`src/rtl/add_mop_seq.sv`:
```
// rtl/add_mop_seq.sv - serial multi-operand adder: accumulates up to depth operands, returns sum/count/overflow
module add_mop_seq #(
  parameter int BW    = 8,
  parameter int depth = 4,
  parameter int CW    = $clog2(depth + 1)
) (
  input  logic          clk_i,
  input  logic          rst_i,
  input  logic          in_valid_i,
  output logic          in_ready_o,
  input  logic [BW-1:0] in_data_i,
  input  logic          in_last_i,
  output logic          out_valid_o,
  input  logic          out_ready_i,
  output logic [BW-1:0] out_sum_o,
  output logic [CW-1:0] out_cnt_o,
  output logic          out_ovf_o
);

  typedef enum logic [1:0] {IDLE, ACC, DONE} state_t;

  localparam logic [CW-1:0] DEPTH_C = CW'(depth);

  state_t        state, state_nxt;
  logic [BW-1:0] acc;
  logic [CW-1:0] cnt;
  logic          ovf;
  logic          accept;
  logic [BW:0]   sum_w;
  logic [CW-1:0] cnt_inc;

  assign accept  = in_valid_i && in_ready_o;
  assign sum_w   = {1'b0, acc} + {1'b0, in_data_i};
  assign cnt_inc = cnt + CW'(1);

  always_ff @(posedge clk_i) begin
    if (rst_i) begin
      state <= IDLE;
      acc   <= '0;
      cnt   <= '0;
      ovf   <= 1'b0;
    end else begin
      state <= state_nxt;
      if (accept) begin
        if (state == IDLE) begin
          acc <= in_data_i;
          cnt <= CW'(1);
          ovf <= 1'b0;
        end else begin
          acc <= sum_w[BW-1:0];
          cnt <= cnt_inc;
          ovf <= ovf | sum_w[BW];
        end
      end
    end
  end

  // Handshake flags are pure functions of state so neither port sees a combinational path from the other.
  always_comb begin
    state_nxt   = state;
    in_ready_o  = 1'b0;
    out_valid_o = 1'b0;
    case (state)
      IDLE: begin
        in_ready_o = 1'b1;
        if (in_valid_i) begin
          state_nxt = (in_last_i || depth == 1) ? DONE : ACC;
        end
      end
      ACC: begin
        in_ready_o = 1'b1;
        if (in_valid_i) begin
          state_nxt = (in_last_i || cnt_inc == DEPTH_C) ? DONE : ACC;
        end
      end
      DONE: begin
        out_valid_o = 1'b1;
        if (out_ready_i) begin
          state_nxt = IDLE;
        end
      end
      default: state_nxt = IDLE;
    endcase
  end

  assign out_sum_o = acc;
  assign out_cnt_o = cnt;
  assign out_ovf_o = ovf;

endmodule

```
`config.mk`:
```
export PLATFORM = sky130hd
export DESIGN_NAME = add_mop_seq
export DESIGN_NICKNAME = d
export VERILOG_FILES = /design/src/rtl/add_mop_seq.sv
export SDC_FILE = /design/constraint.sdc
export NUM_CORES = 1
export LEC_CHECK = 0
export BUFFER_PORTS_ARGS = -buffer_cell sky130_fd_sc_hd__buf_2
export CORE_UTILIZATION = 25
export DETAILED_ROUTE_END_ITERATION = 10
export SYNTH_ARGS = -nofsm -noshare
export SYNTH_HDL_FRONTEND = slang
export SYNTH_SLANG_ARGS = --single-unit
```
`constraint.sdc`:
```
create_clock -name clk_i -period 3.1 [get_ports clk_i]
set_clock_uncertainty 0.2 [all_clocks]
set_input_delay 0.31 -clock clk_i [delete_from_list [all_inputs] [get_ports clk_i]]
set_output_delay 0.31 -clock clk_i [all_outputs]
set_load 0.01 [all_outputs]
```
==> impl_metrics.yaml <==
logic_synthesis:
  syn_inst: 104
  synth_top_cell_area_share: 0.302
  synth_cell_types: 34
  synth_nets: 128
  seq_area_frac_synth: 0.302
  synth.most_common_cell: "dfxtp_1"
  post_synth.cell_area_avg_sq_um: 8.91
  synth.cell_area_sq_um: 927
  synth_largest_area_cell: "dfxtp_1"
  synth_area_leaders: "dfxtp_1 30%, ha_1 13%, a21oi_1 5.4%, mux2i_1 5.4%, a211oi_1 4.9%"
  yosysWarnings: 0
  synth_edf_count: 0
  ys_ff_latch: 14
  synth-main-ff-cell: "dfxtp_1"
  synthTopCellsByCount: "14 x dfxtp_1, 10 x a21oi_1, 10 x ha_1, 9 x nor2_1, 6 x a211oi_1"
  synthArstFlopShare: 0
clocking:
  cts_root_buf: "clkbuf_8"
  cts_resized: 0
  clock_sinks: 14
  clk_pin_slew_ns: 0.06
  cts_tree: "built"
  postCtsSetupBuffers: 0
  htreeDepth: 1
  clock_latency_ns: 0.24
  numCtsBuffers: 3
  cts_buffer_depth: 2
  ctsHoldBuffers: 0
pwr:
  finalPower_mw: 0.510
  p_sw_mw: 0.144
  irDropWorstVdd_mv: 0.128
  comb_power_share: 0.250
  p_leak_nw: 0.539
  internal-power_mw: 0.366
  clkPwrFrac: 0.349
  power.density_mw_per_mm2: 441
  swShare: 0.283
  pwr-share-seq: 0.401
timing:
  hold_violations: 0
  fmax_mhz: 473
  holdWs_ns: 0.142
  worst_pin_slew_ns: 0.643
  setup_viol: 0
  layout_min_cycle_time_ns: 2.11
  grt_setup_unrepaired: "false"
  post-route-period-util: 0.682
  final_max_slew_viol_count: 0
  maxSlewHeadroom: 0.571
  tns_ns: 0
final_layout:
  stdcell_count: 176
  syn_to_final_growth_pct: 24.7
  layout.nets: 155
  drive_gt1_frac: 0.254
  fin_util: 0.336
  diodes: 0
worst_setup_path:
  worstSetupPathType: "register to register"
  rrSetupSlack_ns: 0.99
  start_kind: "register"
  slowest_stage: "fa_1"
  critPathMaxStageDelay_ns: 0.43
  regToRegEndpoint: "out_sum_o[6]"
  path_cells: "ha_1, inv_1, fa_1, nor2b_4, o31a_1, or3_1, a21oi_1, o32ai_1"
  worstPathArrival_ns: 2.06
  cp_max_fo: 3
  r2r-start: "out_sum_o[0]"
  critPathRequiredTime_ns: 3.05
  end_kind: "register"
  ff2ff_path_depth: 8
routing:
  routed_wl_um: 2120
  vias: 853
  dr.pass1.iters: 4
  post-route-drc-count: 0
  ant_nets: 0
  viasPerCell: 4.85
  drtIter0Drc: 26
  wl_per_cell_um: 12.1
flow_run:
  cap_violations: 0
global_routing:
  overflow: 0
  track_usage: 0.116
  grt_first_pass_wirelength_um: 3660
  grt_max_degree: 17
  antenna_found_initial: 0
  grt_pass1_vias: 842
hold_path:
  min_path_cells: 3
  holdPathEnd: "state[1]"
  min-delay-path-class: "primary input to register"
  hp-start: "out_ready_i"
floorplanning:
  dieArea_sq_mm: 0.00396
  die_w_um: 62.9
  rows: 21
  die_y_um: 62.9
  start_util: 0.269
  ioPinCount: 27
  placeableCoreArea_sq_mm: 0.00344
place:
  gp_congestion: 0.785
  post-dp-hpwl_um: 1650
  numPortBuffers: 26
  dp_cells: 172
outcome:
  run_status: "finished, final reports clean"
-- power groups by stage --
stage                     Clock (mW)  Sequential [mW]  Combinational, mW
after global routing           0.192            0.207              0.143
after global placement             0            0.208              0.125
after floorplan                    0            0.209             0.0890
after detailed placement           0            0.209              0.128
final                          0.178            0.205              0.127
after CTS                      0.184            0.205              0.129
-- cells by family after synthesis --
| logic type | after synthesis | share of synthesized area |
|---|---|---|
| muxes | 5 | 0.0540 |
| adders and majority gates | 11 | 0.157 |
| and+or+nand+nor | 25 | 0.151 |
| xor gates and xnor gates | 5 | 0.0472 |
| buffers and inverters | 9 | 0.0391 |
| AOI/OAI and AO/OA | 35 | 0.250 |
| DFF | 14 | 0.302 |
-- layout by cell type (no fill, tap or decap), drive strengths merged, types with 3 or more instances in the layout --
master / Yosys / layout
a211oi: 6 / 6
dfxtp: 14 / 14
a21oi: 10 / 10
buf: 2 / 27
clkbuf: 3 / 4
o21ai: 4 / 4
mux2i: 5 / 5
xnor2: 3 / 3
a21o: 3 / 3
inv: 4 / 4
nor2: 9 / 9
nor2b: 3 / 3
nor3b: 4 / 4
ha: 10 / 10
-- worst max-delay path, delay by kind of cell, from the launching register on --
| kind | cells | cell delay (ns) |
|---|---|---|
| flops | 1 | 0.35 |
| fa+ha+maj | 2 | 0.64 |
| simple gates | 2 | 0.26 |
| compound gates | 3 | 0.50 |
| buf+inv | 1 | 0.07 |
-- state kept, by name, indices dropped and copies added (netlist names) --
register   cells
out_cnt_o      3
out_ovf_o      1
out_sum_o      8
state          2
-- per-stage QoR --
step / instance area [sq um] / worst slack [ns]
after floorplan: 927 / 1.11
after global placement: 1100 / 0.954
after detailed placement: 1100 / 0.899
after CTS: 1160 / 0.979
after global routing: 1160 / 0.816
final: 1160 / 0.986
-- how the worst max path moves through the flow --
| stage | start | slack [ns] | to | depth (start not counted) |
|---|---|---|---|---|
| 2_1_floorplan | out_sum_o[0] | 1.11 | out_ovf_o | 8 |
| 3_3_place_gp | in_data_i[0] | 0.95 | out_ovf_o | 9 |
| 3_5_place_dp | in_data_i[0] | 0.90 | out_sum_o[6] | 8 |
| 4_1_cts | out_sum_o[0] | 0.98 | out_sum_o[6] | 8 |
| 5_1_grt | out_sum_o[0] | 0.82 | out_sum_o[6] | 8 |
| 6_report | out_sum_o[0] | 0.99 | out_sum_o[6] | 8 |
-- area by class of cell --
cell class | count | area, sq um
flip-flops and latches | 14 | 280
fillers | 372 | 2290
repair buffers | 27 | 138
clock buffers | 4 | 55.1
well taps | 46 | 57.6
multi-input cells | 81 | 611
inverters | 4 | 15.0
-- layer usage --
metal,GRT usage,up-vias,routed length (um)
met1,0.142,388,996
met3,0.0274,2,111
li1,-,438,-
met2,0.196,25,1010
met5,0,-,0
met4,0.0349,0,8
Note: power is estimated with default switching activity, not from simulation.
